--- src/rtl/mips_pkg.sv ---
// ---------------------------------------------------------------------------
// mips_pkg
// Shared types and constants for the writeback path of the pipeline.
//   reg_addr_t : 5-bit architectural register index
//   word_t     : default-width data word
//   REG_ZERO   : hard-wired zero register, never written and never pending
//   wb_req_t   : {valid, addr, data} bundle for a writeback requester
// ---------------------------------------------------------------------------
package mips_pkg;

  localparam int REG_ADDR_W = 5;
  localparam int WORD_W     = 32;

  typedef logic [REG_ADDR_W-1:0] reg_addr_t;
  typedef logic [WORD_W-1:0]     word_t;

  localparam reg_addr_t REG_ZERO = '0;

  typedef struct packed {
    logic      valid;
    reg_addr_t addr;
    word_t     data;
  } wb_req_t;

endpackage

--- src/rtl/wb_scoreboard.sv ---
// ---------------------------------------------------------------------------
// wb_scoreboard
// Tracks destinations of long-latency ops that have issued but not yet
// written back, and answers the decode-stage hazard questions.
// Ports:
//   clk, reset               : clock, async active-high reset
//   issue_valid/issue_addr   : long-latency issue, marks addr pending
//   issue_ready              : low when issue_addr is already pending
//   clr_valid/clr_addr       : long-latency writeback accepted, clears addr
//   look0_addr/look0_pending : pending lookup for the ALU requester
//   look1_addr/look1_pending : pending lookup for the long-latency requester
//   rd_addr_a/rd_addr_b      : decode source registers
//   rf_write/rf_write_addr   : output-stage write currently in flight
//   hazard_a/hazard_b        : source not yet committed to reg_file
// ---------------------------------------------------------------------------
module wb_scoreboard
  import mips_pkg::*;
(
  input  logic       clk,
  input  logic       reset,
  input  logic       issue_valid,
  input  logic [4:0] issue_addr,
  output logic       issue_ready,
  input  logic       clr_valid,
  input  logic [4:0] clr_addr,
  input  logic [4:0] look0_addr,
  output logic       look0_pending,
  input  logic [4:0] look1_addr,
  output logic       look1_pending,
  input  logic [4:0] rd_addr_a,
  input  logic [4:0] rd_addr_b,
  input  logic       rf_write,
  input  logic [4:0] rf_write_addr,
  output logic       hazard_a,
  output logic       hazard_b
);

  // Bit 0 exists only to keep indexing simple; it is forced low every cycle.
  logic [31:0] pending;
  logic [31:0] pending_next;
  logic        set_en;

  assign issue_ready   = (issue_addr == REG_ZERO) || !pending[issue_addr];
  assign set_en        = issue_valid && issue_ready && (issue_addr != REG_ZERO);
  assign look0_pending = pending[look0_addr];
  assign look1_pending = pending[look1_addr];

  // A source is unsafe while its producer is still outstanding, and also for
  // the one cycle its value sits in the output register on its way in.
  assign hazard_a = (rd_addr_a != REG_ZERO) &&
                    (pending[rd_addr_a] || (rf_write && (rf_write_addr == rd_addr_a)));
  assign hazard_b = (rd_addr_b != REG_ZERO) &&
                    (pending[rd_addr_b] || (rf_write && (rf_write_addr == rd_addr_b)));

  // Next pending vector: the clear is applied first so that a same-cycle
  // issue to the same register overrides it and the new op stays tracked.
  always_comb begin
    pending_next = pending;
    if (clr_valid)
      pending_next[clr_addr] = 1'b0;
    if (set_en)
      pending_next[issue_addr] = 1'b1;
    pending_next[0] = 1'b0;
  end

  // Pending state; everything outstanding is forgotten on reset.
  always_ff @(posedge clk or posedge reset) begin
    if (reset)
      pending <= '0;
    else
      pending <= pending_next;
  end

endmodule

--- src/rtl/regfile_wb_arbiter.sv ---
// ---------------------------------------------------------------------------
// regfile_wb_arbiter
// Shares the single reg_file write port between the ALU writeback (req0)
// and the long-latency writeback (req1), with a starvation guard for req1,
// a pending-write scoreboard and decode hazard flags.
// Ports:
//   clk, reset                        : clock, async active-high reset
//   req0_valid/ready/addr/data        : ALU writeback handshake
//   req1_valid/ready/addr/data        : long-latency writeback handshake
//   issue_valid/issue_addr/issue_ready: long-latency issue into scoreboard
//   rd_addr_a/rd_addr_b, hazard_a/b   : decode-stage hazard lookup
//   rf_write/rf_write_addr/rf_data_in : registered reg_file write port
//   err_waw                           : sticky write-after-write error
// ---------------------------------------------------------------------------
module regfile_wb_arbiter
  import mips_pkg::*;
#(
  parameter int STARVE_LIMIT = 4,
  parameter int DATA_W       = 32
) (
  input  logic              clk,
  input  logic              reset,
  input  logic              req0_valid,
  output logic              req0_ready,
  input  logic [4:0]        req0_addr,
  input  logic [DATA_W-1:0] req0_data,
  input  logic              req1_valid,
  output logic              req1_ready,
  input  logic [4:0]        req1_addr,
  input  logic [DATA_W-1:0] req1_data,
  input  logic              issue_valid,
  input  logic [4:0]        issue_addr,
  output logic              issue_ready,
  input  logic [4:0]        rd_addr_a,
  input  logic [4:0]        rd_addr_b,
  output logic              hazard_a,
  output logic              hazard_b,
  output logic              rf_write,
  output logic [4:0]        rf_write_addr,
  output logic [DATA_W-1:0] rf_data_in,
  output logic              err_waw
);

  localparam logic [3:0] LIMIT = 4'(STARVE_LIMIT);

  logic [3:0] starve_cnt;
  logic       force1;
  logic       acc0;
  logic       acc1;
  logic       pend0;
  logic       pend1;

  // req0 normally wins; once req1 has waited LIMIT cycles it is forced in.
  // The two readies can never both accept in the same cycle.
  assign force1     = (starve_cnt == LIMIT);
  assign req0_ready = !force1;
  assign req1_ready = force1 || !req0_valid;
  assign acc0       = req0_valid && req0_ready;
  assign acc1       = req1_valid && req1_ready;

  wb_scoreboard u_scoreboard (
    .clk           (clk),
    .reset         (reset),
    .issue_valid   (issue_valid),
    .issue_addr    (issue_addr),
    .issue_ready   (issue_ready),
    .clr_valid     (acc1),
    .clr_addr      (req1_addr),
    .look0_addr    (req0_addr),
    .look0_pending (pend0),
    .look1_addr    (req1_addr),
    .look1_pending (pend1),
    .rd_addr_a     (rd_addr_a),
    .rd_addr_b     (rd_addr_b),
    .rf_write      (rf_write),
    .rf_write_addr (rf_write_addr),
    .hazard_a      (hazard_a),
    .hazard_b      (hazard_b)
  );

  // Output stage: capture the accepted request so the reg_file sees it on
  // the next edge. A write to register 0 completes the handshake but never
  // raises the write strobe. Address and data hold when idle.
  always_ff @(posedge clk or posedge reset) begin
    if (reset) begin
      rf_write      <= 1'b0;
      rf_write_addr <= '0;
      rf_data_in    <= '0;
    end else if (acc0) begin
      rf_write      <= (req0_addr != REG_ZERO);
      rf_write_addr <= req0_addr;
      rf_data_in    <= req0_data;
    end else if (acc1) begin
      rf_write      <= (req1_addr != REG_ZERO);
      rf_write_addr <= req1_addr;
      rf_data_in    <= req1_data;
    end else begin
      rf_write      <= 1'b0;
    end
  end

  // Starvation counter: counts consecutive blocked cycles of req1 and
  // saturates at the limit, which is what raises force1.
  always_ff @(posedge clk or posedge reset) begin
    if (reset)
      starve_cnt <= '0;
    else if (!req1_valid || acc1)
      starve_cnt <= '0;
    else if (starve_cnt != LIMIT)
      starve_cnt <= starve_cnt + 4'd1;
  end

  // Sticky protocol error: the ALU writing a register a long-latency op
  // still owns, or a long-latency result arriving for a register nobody
  // issued. The write itself is not blocked.
  always_ff @(posedge clk or posedge reset) begin
    if (reset)
      err_waw <= 1'b0;
    else if ((acc0 && pend0) ||
             (acc1 && (req1_addr != REG_ZERO) && !pend1))
      err_waw <= 1'b1;
  end

endmodule

--- config.mk ---
export PLATFORM = sky130hd
export DESIGN_NAME = regfile_wb_arbiter
export DESIGN_NICKNAME = d
export VERILOG_FILES = /design/src/rtl/mips_pkg.sv /design/src/rtl/wb_scoreboard.sv /design/src/rtl/regfile_wb_arbiter.sv
export SDC_FILE = /design/constraint.sdc
export NUM_CORES = 1
export LEC_CHECK = 0
export ABC_CLOCK_PERIOD_IN_PS = 2500
export CELL_PAD_IN_SITES_DETAIL_PLACEMENT = 0
export CELL_PAD_IN_SITES_GLOBAL_PLACEMENT = 1
export CORE_MARGIN = 2
export CORE_UTILIZATION = 37
export DETAILED_ROUTE_END_ITERATION = 10
export GPL_TIMING_DRIVEN = 1
export PLACE_DENSITY = 0.8
export REMOVE_ABC_BUFFERS = 1
export SETUP_SLACK_MARGIN = 0.02
export SYNTH_ARGS = -nofsm -noshare
export SYNTH_HDL_FRONTEND = slang
export SYNTH_HIERARCHICAL = 1
export SYNTH_SLANG_ARGS = --single-unit
--- constraint.sdc ---
create_clock -name clk -period 2.5 [get_ports clk]
set_input_delay 0.5 -clock clk [delete_from_list [all_inputs] [get_ports clk]]
set_output_delay 0.5 -clock clk [all_outputs]
set_load 0.05 [all_outputs]
==> impl_metrics.env <==
export IMPL_clock_sinks=74
export IMPL_syn_area_per_cell_sq_um=10.3
export IMPL_setup_ws_ns=-0.0613
export IMPL_ys_types=52
export IMPL_cts_tree="done"
export IMPL_cp_start_kind="register"
export IMPL_synth_area_sq_mm=0.00496
export IMPL_cts_root_buf="clkbuf_16"
export IMPL_dp_hpwl_um=12400
export IMPL_max_slew_margin_pct=55.4
export IMPL_rows=42
export IMPL_grt_pass1_vias=4878
export IMPL_drt_total_wl_um=17400
export IMPL_io_buffers=137
export IMPL_nets=745
export IMPL_area_delta_synth_final_pct=45.0
export IMPL_grt_setup_unrepaired="yes"
export IMPL_violations="setup timing"
export IMPL_fin_crit_sh_pct=102
export IMPL_peakVddDrop_mv=0.349
export IMPL_stdcell_area_sq_mm=0.00720
export IMPL_async_reset_ff_share_pct=100
export IMPL_worst_pin_slew_ns=0.669
export IMPL_finalSetupTns_ns=-0.143
export IMPL_ios=138
export IMPL_drc_errors=0
export IMPL_initial_core_util_pct=37.6
export IMPL_drt_iter0_drc=542
export IMPL_die_h_um=120
export IMPL_clk_latency_ns=0.34
export IMPL_cts_buffers=9
export IMPL_critPathLaunch="u_scoreboard/pending[10]"
export IMPL_post_route_util_pct=54.6
export IMPL_synth_seq_cells=74
export IMPL_grt_pass1_wl_um=27200
export IMPL_run_status="finished, violations left"
export IMPL_skew_ns=0.00706
export IMPL_h_tree_depth=3
export IMPL_post_place_ws_ns=-0.475
export IMPL_die_x_um=120
export IMPL_wl_per_cell_um=20.9
export IMPL_overflow=0
export IMPL_synth_edf_count=0
export IMPL_p_leak_uw=0.00301
export IMPL_seq_area_frac_synth_pct=37.3
export IMPL_netlist_instances=482
export IMPL_path_clk_slew_ns=0.06
export IMPL_worstHoldPathType="reg2reg"
export IMPL_dr_pass1_iters=5
export IMPL_cp_required_ns=2.00
export IMPL_post_route_min_period_ns=2.56
export IMPL_antenna_found_initial=0
export IMPL_ys_warn_count=6
export IMPL_fin_hold_ws_ns=0.503
export IMPL_grt_start_max_net_pins=42
export IMPL_layout_drive_gt1_share_pct=21.9
export IMPL_critPathArrivalTime_ns=2.06
export IMPL_crit_type="reg2out"
export IMPL_fmax_ghz=0.390
export IMPL_track_usage_pct=24.4
export IMPL_diodes=0
export IMPL_finalHoldViolCount=0
export IMPL_clock_path_buffers=2
export IMPL_setup_viol=3
export IMPL_end_kind="primary output"
export IMPL_core_area_sq_mm=0.0132
export IMPL_dieArea_sq_mm=0.0144
export IMPL_worstHoldStart="starve_cnt[0]"
export IMPL_finalMaxSlewViolations=0
export IMPL_cts_hold_buf=0
export IMPL_path_max_fanout=4
export IMPL_final_antenna_net_count=0
export IMPL_maxCapViolations=0
export IMPL_place_area_sq_mm=0.00678
export IMPL_place_congestion=0.886
export IMPL_cellPowerDensity_mw_per_mm2=643
export IMPL_reg2reg_from="u_scoreboard/pending[10]"
export IMPL_vias_per_cell=5.82
export IMPL_synth_ff_type="dfrtp_1"
export IMPL_via_count=4833
[cell usage after synthesis (5+ instances only)]
| master | n | area (sq um) |
|---|---|---|
| a31oi_1 | 5 | 31.3 |
| and3_1 | 6 | 37.5 |
| buf_2 | 9 | 45.0 |
| clkbuf_1 | 16 | 60.1 |
| dfrtp_1 | 74 | 1850 |
| inv_1 | 10 | 37.5 |
| mux2_2 | 18 | 203 |
| mux2i_1 | 55 | 551 |
| mux4_1 | 6 | 158 |
| mux4_2 | 19 | 428 |
| nand2_1 | 10 | 37.5 |
| nand2b_1 | 6 | 37.5 |
| nand3_1 | 44 | 220 |
| nand3b_1 | 7 | 52.6 |
| nor2_1 | 7 | 26.3 |
| nor2b_1 | 5 | 31.3 |
| nor3_1 | 8 | 40.0 |
| o21ai_0 | 101 | 505 |
| o22ai_1 | 6 | 37.5 |
| or3b_2 | 6 | 52.6 |
| or4_1 | 6 | 45.0 |
| xnor2_1 | 5 | 43.8 |
| xor2_1 | 5 | 43.8 |
[path summary, 6_finish.rpt]
path | cells past startpoint | end | slack (ns)
max | 6 | hazard_a | -0.06
min | 1 | starve_cnt[0] | 0.50
max reg2reg | 7 | err_waw | 0.09
min reg2reg | 1 | starve_cnt[0] | 0.50
max in group asynchronous | 3 | rf_data_in[20] | 1.48
min in group asynchronous | 2 | starve_cnt[0] | 0.53
[flip-flops by register name (all words and copies together), names as in the netlist]
register              cells
err_waw                   1
rf_data_in               32
rf_write                  1
rf_write_addr             5
starve_cnt                4
u_scoreboard/pending     31
[layer usage]
metal	wire [um]	global-route usage, %
met5	0	0
met4	481	8.90
met3	1850	5.80
met2	7980	39.6
met1	7050	31.9
[layout by cell type, fill, tap and decap left out, types with 3 or more instances in the layout]
master	instances
o21ai_0	100
or3_1	4
buf_12	6
and3_1	6
dfrtp_2	9
dlygate4sd2_1	9
inv_1	9
clkdlybuf4s50_1	116
xor2_1	5
mux4_2	19
or3b_2	6
o22ai_1	5
buf_6	5
clkbuf_16	9
mux4_1	6
nand2b_1	6
nor3_1	8
nor2_1	7
clkinv_2	3
mux2i_1	55
xnor2_1	5
nor2b_1	5
dfrtp_1	65
nand2_1	10
a31oi_1	5
mux2_2	18
or4_1	4
nand3b_1	7
nand3_1	44
buf_4	48
[cell families (layout without fill, tap and decap cells)]
group	Yosys count	in the layout	share of synthesized area, %
AO/OA/AOI/OAI	131	131	15.0
buffers and inverters	45	217	4.16
flip-flops	74	74	37.3
adder cells (fa/ha/maj)	2	2	0.504
AND/OR/NAND/NOR	122	122	14.3
XOR/XNOR	10	10	1.76
multiplexers	98	98	27.0
[metrics by stage]
stage          power (uW)  std cells
2_1_floorplan        2540        447
3_3_place_gp         3310        805
3_5_place_dp         3350        805
4_1_cts              4610        830
5_1_grt              4830        830
6_report             4630        830
[power breakdown]
group	internal [uW]	switching, uW
Sequential	1410	387
Clock	693	498
Combinational	855	787
Total	2960	1670
[critical path: stages, from the launching register on]
cell	delay [ns]
dfrtp_2	0.45
buf_6	0.13
mux4_2	0.43
mux2_2	0.27
a32oi_1	0.16
a32oi_1	0.09
buf_4	0.21
[area by class of cell]
class / instances / area, sq um
Fill cell: 1153 / 5990
Multi-Input combinational cell: 363 / 2930
Timing Repair Buffer: 191 / 1870
Sequential cell: 74 / 1860
Clock buffer: 11 / 243
Tap cell: 176 / 220
Inverter: 10 / 37.5
Clock inverter: 5 / 30.0
[repair_timing]
action | in CTS | in global routing
pin swaps | 10 | 2
gates resized for setup | 37 | 14
gates cloned | 2 | 0
setup endpoints to repair | 4 | 4
buffers inserted | 7 | 0
(Power assumes the default switching activity.)
